## src/rtl/pe_array_ctrl.sv

```systemverilog
// pe_array_ctrl
//   Sequencer sitting directly upstream of a ROWS x COLS PE array. A run has
//   three phases:
//     LOAD - accept one host cell per handshake and write it into the array
//            in raster order;
//     RUN  - broadcast PROCESS once per cycle until the programmed generation
//            count is reached or the array reports that nothing changed;
//     DUMP - read every cell back out in raster order through a
//            valid/ready stream.
//
// Ports
//   clk, rst            clock; synchronous active-low reset
//   start, gens         begin a run (IDLE only); generation count latched on start
//   load_valid/_data    host cell stream in; load_ready while in LOAD
//   cmd                 broadcast PE command (NOP / WRITE / PROCESS)
//   rsel_i, csel_i      one-hot write select; state_in is the write data
//   rsel_o, csel_o      one-hot read select
//   state_or            OR of all PE state_out (only the selected PE drives it)
//   any_active          OR of all PE active flags for the current PROCESS cycle
//   out_valid/_data     readout stream out; out_ready from host
//   busy                controller is not idle
//   stable              last run ended because no PE changed
//   gen_count           PROCESS cycles issued in the current/last run
//   done                one-cycle pulse after the last readout cell
module pe_array_ctrl #(
  parameter int unsigned ROWS          = 8,
  parameter int unsigned COLS          = 8,
  parameter int unsigned GEN_W         = 16,
  parameter int unsigned PE_STATE_BITS = 1,
  parameter int unsigned PE_CMD_BITS   = 2,
  parameter logic [PE_CMD_BITS-1:0] PE_CMD_NOP     = PE_CMD_BITS'(0),
  parameter logic [PE_CMD_BITS-1:0] PE_CMD_WRITE   = PE_CMD_BITS'(1),
  parameter logic [PE_CMD_BITS-1:0] PE_CMD_PROCESS = PE_CMD_BITS'(2)
) (
  input  logic                     clk,
  input  logic                     rst,
  input  logic                     start,
  input  logic [GEN_W-1:0]         gens,
  input  logic                     load_valid,
  input  logic [PE_STATE_BITS-1:0] load_data,
  output logic                     load_ready,
  output logic [PE_CMD_BITS-1:0]   cmd,
  output logic [ROWS-1:0]          rsel_i,
  output logic [COLS-1:0]          csel_i,
  output logic [PE_STATE_BITS-1:0] state_in,
  output logic [ROWS-1:0]          rsel_o,
  output logic [COLS-1:0]          csel_o,
  input  logic [PE_STATE_BITS-1:0] state_or,
  input  logic                     any_active,
  output logic                     out_valid,
  output logic [PE_STATE_BITS-1:0] out_data,
  input  logic                     out_ready,
  output logic                     busy,
  output logic                     stable,
  output logic [GEN_W-1:0]         gen_count,
  output logic                     done
);

  localparam int unsigned RW = (ROWS > 1) ? $clog2(ROWS) : 1;
  localparam int unsigned CW = (COLS > 1) ? $clog2(COLS) : 1;
  localparam logic [RW-1:0] R_LAST = RW'(ROWS - 1);
  localparam logic [CW-1:0] C_LAST = CW'(COLS - 1);

  typedef enum logic [1:0] {
    S_IDLE,
    S_LOAD,
    S_RUN,
    S_DUMP
  } state_t;

  state_t            state_q, state_d;
  logic [RW-1:0]     r_q, r_adv;
  logic [CW-1:0]     c_q, c_adv;
  logic [GEN_W-1:0]  gens_q;
  logic [GEN_W-1:0]  gen_count_q;
  logic [GEN_W-1:0]  gen_inc;
  logic              stable_q;
  logic              done_q;
  logic              at_last;

  assign at_last = (r_q == R_LAST) && (c_q == C_LAST);
  assign gen_inc = gen_count_q + GEN_W'(1);

  // Raster advance: column first, row on column wrap. The last cell clears
  // both so the next phase starts at (0,0) even for non-power-of-2 sizes.
  always_comb begin
    r_adv = r_q;
    c_adv = c_q;
    if (at_last) begin
      r_adv = '0;
      c_adv = '0;
    end else if (c_q == C_LAST) begin
      r_adv = r_q + RW'(1);
      c_adv = '0;
    end else begin
      c_adv = c_q + CW'(1);
    end
  end

  always_comb begin
    state_d    = state_q;
    cmd        = PE_CMD_NOP;
    rsel_i     = '0;
    csel_i     = '0;
    state_in   = '0;
    rsel_o     = '0;
    csel_o     = '0;
    load_ready = 1'b0;
    out_valid  = 1'b0;
    out_data   = '0;
    unique case (state_q)
      S_IDLE: begin
        if (start) state_d = S_LOAD;
      end
      S_LOAD: begin
        load_ready = 1'b1;
        if (load_valid) begin
          cmd      = PE_CMD_WRITE;
          rsel_i   = ROWS'(1) << r_q;
          csel_i   = COLS'(1) << c_q;
          state_in = load_data;
          if (at_last) state_d = (gens_q == '0) ? S_DUMP : S_RUN;
        end
      end
      S_RUN: begin
        cmd = PE_CMD_PROCESS;
        // any_active reflects this cycle's PROCESS, so a quiet array ends
        // the run here; that check wins over reaching the count.
        if (!any_active) state_d = S_DUMP;
        else if (gen_inc == gens_q) state_d = S_DUMP;
      end
      S_DUMP: begin
        rsel_o    = ROWS'(1) << r_q;
        csel_o    = COLS'(1) << c_q;
        out_valid = 1'b1;
        out_data  = state_or;
        if (out_ready && at_last) state_d = S_IDLE;
      end
      default: state_d = S_IDLE;
    endcase
  end

  always_ff @(posedge clk) begin
    if (!rst) begin
      state_q     <= S_IDLE;
      r_q         <= '0;
      c_q         <= '0;
      gens_q      <= '0;
      gen_count_q <= '0;
      stable_q    <= 1'b0;
      done_q      <= 1'b0;
    end else begin
      state_q <= state_d;
      done_q  <= 1'b0;
      unique case (state_q)
        S_IDLE: begin
          if (start) begin
            gens_q      <= gens;
            r_q         <= '0;
            c_q         <= '0;
            gen_count_q <= '0;
            stable_q    <= 1'b0;
          end
        end
        S_LOAD: begin
          if (load_valid) begin
            r_q <= r_adv;
            c_q <= c_adv;
          end
        end
        S_RUN: begin
          gen_count_q <= gen_inc;
          if (!any_active) stable_q <= 1'b1;
        end
        S_DUMP: begin
          if (out_ready) begin
            r_q <= r_adv;
            c_q <= c_adv;
            if (at_last) done_q <= 1'b1;
          end
        end
        default: ;
      endcase
    end
  end

  assign busy      = (state_q != S_IDLE);
  assign stable    = stable_q;
  assign gen_count = gen_count_q;
  assign done      = done_q;

endmodule
```

## config.mk

```make
export PLATFORM = sky130hd
export DESIGN_NAME = pe_array_ctrl
export DESIGN_NICKNAME = d
export VERILOG_FILES = /design/src/rtl/pe_array_ctrl.sv
export SDC_FILE = /design/constraint.sdc
export NUM_CORES = 1
export LEC_CHECK = 0
export CORE_MARGIN = 5
export CORE_UTILIZATION = 44
export CTS_CLUSTER_SIZE = 24
export DETAILED_ROUTE_END_ITERATION = 8
export PLACE_DENSITY = 0.78
export SLEW_MARGIN = 10
export SYNTH_ARGS = -nofsm -noshare
export SYNTH_HDL_FRONTEND = slang
export SYNTH_SLANG_ARGS = --single-unit
```

## constraint.sdc

```tcl
create_clock -name clk -period 2.2 [get_ports clk]
set_input_delay 0.44 -clock clk [delete_from_list [all_inputs] [get_ports clk]]
set_output_delay 0.44 -clock clk [all_outputs]
set_load 0.1 [all_outputs]
```

Word level (Yosys, flattened, before mapping)

Cells that the tools add are included.

Register bits after elaboration: 42
Latch bits: 0
RAM bits: 0
Memory bits (read-only): 0
Input port bits: 24
Output and inout bits: 57
Memories kept: 0

$add $sub $neg: 3
Multiply operators: 0
Divide/modulo/power cells: 0
Magnitude comparators: 0
Equal/unequal tests: 13
Shift-type cells: 2
Muxes and demuxes: 38
Bitwise logic cells: 0
Reductions and logical operators: 13

Operators with widths:

| cell                    | count |
|---|---|
| $mux W8                 | 6 |
| $pmux W16 S2            | 1 |
| $mux W3                 | 9 |
| $pmux W3 S3             | 2 |
| $add A16 B1 Y16 const B | 1 |
| $eq A16 B16 Y1          | 1 |
| $logic_not A16 Y1       | 1 |
| $mux W16                | 1 |
| $shl A1 B3 Y8 const A   | 2 |
| $mux W2                 | 6 |
| $ne A2 B2 Y1 const B    | 6 |
| $mux W1                 | 10 |
| $pmux W2 S4             | 1 |
| $add A3 B1 Y3 const B   | 2 |
| $eq A3 B3 Y1 const B    | 2 |
| $reduce_and A3 Y1       | 2 |
| $reduce_and A5 Y1       | 1 |
| $eq A2 B2 Y1 const B    | 2 |
| $pmux W2 S2             | 1 |
| $reduce_and A2 Y1       | 2 |
| $reduce_and A4 Y1       | 1 |
| $reduce_bool A2 Y1      | 2 |
| $ne A3 B3 Y1 const B    | 1 |
| $reduce_bool A3 Y1      | 1 |
| other kinds (4)         | 5 |

Depth between registers and ports, before layout

Word-level depth: 5
Gate-level depth with buffers: 10
Gate-level depth less buffers: 9

Least setup slack after synthesis

No wires, ideal clock.

Kind: register -> output
Start point: reg state_q[1]
End point: out csel_i[4]
Data arrival time: 3.494 ns
Data required time: 1.760 ns
Path slack: -1.734 ns
Cell stages (with the launch flop): 6
Path buffers: 1
Cells stage by stage: dfxtp_1 -> inv_1 -> ha_1 -> and2_1 -> clkbuf_1 -> and3_1

Word-level cells in the longest chain between the ends: 2

Ends and longest elaborated chain:

| what                   | RTL line | RTL |
|---|---|---|
| from (decl)            | 71       | `state_t state_q, state_d;` |
| from (signal assigned) | 153      | `state_q <= state_d;` |
| $eq A2 B1 Y1           | 111      | `unique case (state_q)` |
| $mux W8                | 111      |  |
| to (decl)              | 44       | `output logic [COLS-1:0] csel_i,` |

No other way between the ends.

Worst setup path in the final report

Start point: reg state_q[1]
End point: reg state_q[1]

Word-level cells in the longest chain between the ends: 3

Ends and longest elaborated chain:

| what                                                          | RTL line |
|---|---|
| $eq A2 B2 Y1, or another cell as far along                    | 111 |
| $ne A3 B3 Y1 (no line) / $ne A2 B2 Y1 (equally long branches) | - |
| $reduce_and A5 Y1 (no line)                                   | - |

Several ways; a longest one is shown, not always the timed one.
A chain may end at the register's enable or synchronous reset.

==> results by group <==
Setup path
  • WP data required: approximately 2.4 ns
  • Setup CP Type: flip-flop to flip-flop
  • Reg2reg start: state_q[1]
  • R2R Setup Slk: -0.05 ns
  • Worst reg2reg path endpoint: state_q[1]
  • FF-to-FF path depth: 10
  • Critical Path AT: 2.46 ns
  • Startpoint Class: flip-flop
  • Worst setup path end: state_q[1]
  • Crit. End Element: flip-flop
  • CP startpoint: state_q[1]
  • CP max FO: 5

GRT
  • Grt ovf: 0
  • Global-route wire length before repair: 14200 um
  • Largest net degree at the start of global routing: 45
  • Antenna violations before repair: 0
  • Tot GR Track Use: roughly a fifth
  • Vias in the first global route: 3005

STA
  • Setup violations, final: 4
  • Fmax: around 0.45 GHz
  • Rel. slew slack: roughly three quarters
  • Final hold vios: 0
  • WHS: between 0.4 and 0.5 ns
  • Period utilisation layout: 102%
  • RSZ-0062 raised after global routing: true
  • Max Transition Viols Final: 0
  • Setup ws final: -0.0461 ns
  • Worst-margin pin slew: just under 0.4 ns
  • Max Clock Skew: around 0.0056 ns
  • Period minus WS final: between 2 and 2.5 ns

Final layout
  • Final Util: between 70% and 80%
  • Synth-to-layout area growth: 64.0%
  • # diodes: 0
  • Final-layout fill cell count: ~440
  • Share of cells above drive strength 1: 38.8%
  • NumNets Final: ~510
  • Design area: around 0.0047 mm^2

Clocking
  • Clock H-tree levels: 2
  • Clock sinks: 42
  • Hold-fix buffers, CTS: 0
  • Worst-path clk slew: ~0.08 ns
  • Worst skew pair latency: 0.30 ns
  • Root buffer cell: clkbuf_8
  • TritonCTS clock tree: done
  • Clock Path Buffers: 2
  • CTS buffer count: 5

Synthesis
  • Post-synth EDFFs: 0
  • Synth warn: 0
  • Synth cell types: roughly 50
  • Mapped Nets: 405
  • Synthesized cell area: between 0.002 and 0.003 mm^2
  • Syn avg cell area: about 7.9 um^2
  • Number of synthesized register bits: 42
  • Leading area contributor after synthesis: dfxtp_1
  • Top-area cell type share of the netlist area: slightly below 30%
  • Synth top cells by count: 55 x nand2_1, 42 x dfxtp_1, 25 x and3_1
  • Post-synth ARST share: 0%
  • Most frequent cell after synthesis: nand2_1
  • Ranking of synthesized cells by area: dfxtp_1 29%, ha_1 7.9%, nand2_1 7.2%
  • Seq/Total Area, Yosys: 29.4%
  • Main flop type after synthesis: dfxtp_1
  • Post-Syn Instances: around 360

Outcome
  • Status: finished, violations left
  • Violated checks: setup timing

Route
  • Detailed Route Iter0 Violations: ~190
  • Drt pass-1 iters: 4
  • Via count: between 3k and 4k
  • Via/cell ratio: ~5.7
  • DRC Markers: 0
  • Antenna-violating nets left: 0
  • DR WL/cell: roughly 16 um
  • Routed wire length: a little under 9000 um

Floorplanning
  • Die H: slightly above 90 um
  • DIE AREA: between 0.008 and 0.009 mm^2
  • Die X: 90.6 um
  • Top Ports: approximately 80
  • Number of core rows: 29
  • Total core area: roughly 0.0063 mm^2
  • Initial Utilization: 45.1%

Power
  • Sequential share of power: 27.7%
  • Int Pwr: ~1.9 mW
  • Pwr Total: approximately 3.4 mW
  • Pleak: just under 2 nW
  • Max VDD drop: about 0.00053 V
  • PwrDens: between 700 and 800 mW/mm^2
  • Comb power frac: between 50 and 60%
  • Switch share: 44.7%
  • Clk network pwr share: 14.5%
  • Psw: 1.52 mW

Flow run
  • Max Cap Viol: 0

Place
  • I/O Buffers: 80
  • Area of placed instances: approximately 0.0044 mm^2
  • GPL Wtd Cong: roughly 0.84
  • Post-DP HPWL: 6590 um

Worst hold path
  • Class of the worst hold path: flip-flop to flip-flop
## worst min-delay path by stage
stage / to / start / cells past startpoint / slack (ns)
2_1_floorplan: gens_q[14] / gens_q[14] / 2 / 0.46
3_3_place_gp: gens_q[8] / gens_q[8] / 2 / 0.48
3_5_place_dp: gens_q[3] / gens_q[3] / 2 / 0.49
4_1_cts: gens_q[3] / gens_q[3] / 2 / 0.50
5_1_grt: gens_q[0] / gens_q[0] / 2 / 0.53
6_report: gens_q[3] / gens_q[3] / 2 / 0.50
## cells in the final DEF (no fill, tap or decap), drive strengths merged, types with 4 or more instances in the layout
master	Yosys	final
o211ai	4	4
buf	6	98
nor3	6	6
o21ai	17	17
o211a	4	4
inv	11	10
xnor2	15	15
a21oi	16	16
nor2b	17	17
nand4	7	7
clkbuf	14	7
nand2	55	55
nand3	9	9
a21boi	19	19
a22oi	4	4
xor2	7	7
and3	26	26
nor4	5	5
nor2	16	16
and4	6	6
ha	18	18
clkdlybuf4s50	0	22
and2	16	16
dfxtp	42	42
## cell families (layout without fill, tap and decap cells)
logic type	count (synthesis)	count (layout)	synth area share, %
xor gates and xnor gates	22	22	6.73
AOI/OAI and AO/OA	76	76	18.4
buffers and inverters	31	140	4.68
DFF	42	42	29.4
adders and majority gates	18	18	7.87
muxes	2	2	0.700
and+or+nand+nor	172	172	32.2
## state kept, by name, summed over array words and instances (netlist names)
| signal | flops |
|---|---|
| gen_count | 16 |
| gens_q | 16 |
| c_q | 3 |
| r_q | 3 |
| state_q | 2 |
| done | 1 |
| stable | 1 |
## layer usage
metal	GRT usage, %	part of all wire [%]	wire length, um	vias up
li1	-	-	-	1495
met1	23.5	41	3590	1460
met2	37.6	51	4480	127
met3	3.92	6.3	551	20
met4	7.82	2.2	192	0
met5	0	0	0	-
## per-stage QoR
step / setup WS, ns / instances / setup TNS (ns)
after global routing: -0.168 / 549 / -0.570
after CTS: -0.146 / 543 / -0.258
final: -0.0461 / 549 / -0.107
after detailed placement: -0.301 / 529 / -0.727
after global placement: -0.140 / 529 / -0.292
after floorplan: 0.00451 / 363 / 0
## what timing repair did
action | CTS | global route
setup endpoints to repair | 14 | 16
resized for setup | 19 | 9
setup buffers | 7 | 6
pin swaps | 7 | 5
## power groups by stage
stage	sequential [mW]	combinational (mW)	clock, mW
6_report	0.941	1.97	0.492
4_1_cts	0.936	1.90	0.505
3_5_place_dp	0.944	1.82	0
2_1_floorplan	0.962	1.13	0
3_3_place_gp	0.941	1.78	0
5_1_grt	0.949	2.11	0.528
## final cells by class
type,count,area [um^2],area share (%)
Clock buffer,7,76.3,1.63
Inverter,11,47.5,1.01
Sequential cell,42,901,19.2
Tap cell,77,96.3,2.05
Clock inverter,1,7.51,0.160
Timing Repair Buffer,121,1470,31.3
Multi-Input combinational cell,290,2100,44.7
## worst max-delay path, cell delays in order (launching register included)
cell	delay (ns)
dfxtp_4	0.38
inv_4	0.05
ha_4	0.17
nor2b_4	0.13
nor4_2	0.25
buf_4	0.16
nand4_1	0.10
a311oi_2	0.22
o211ai_1	0.17
o31ai_4	0.28
mux2i_1	0.25
Power figures use the tool's default switching activity.
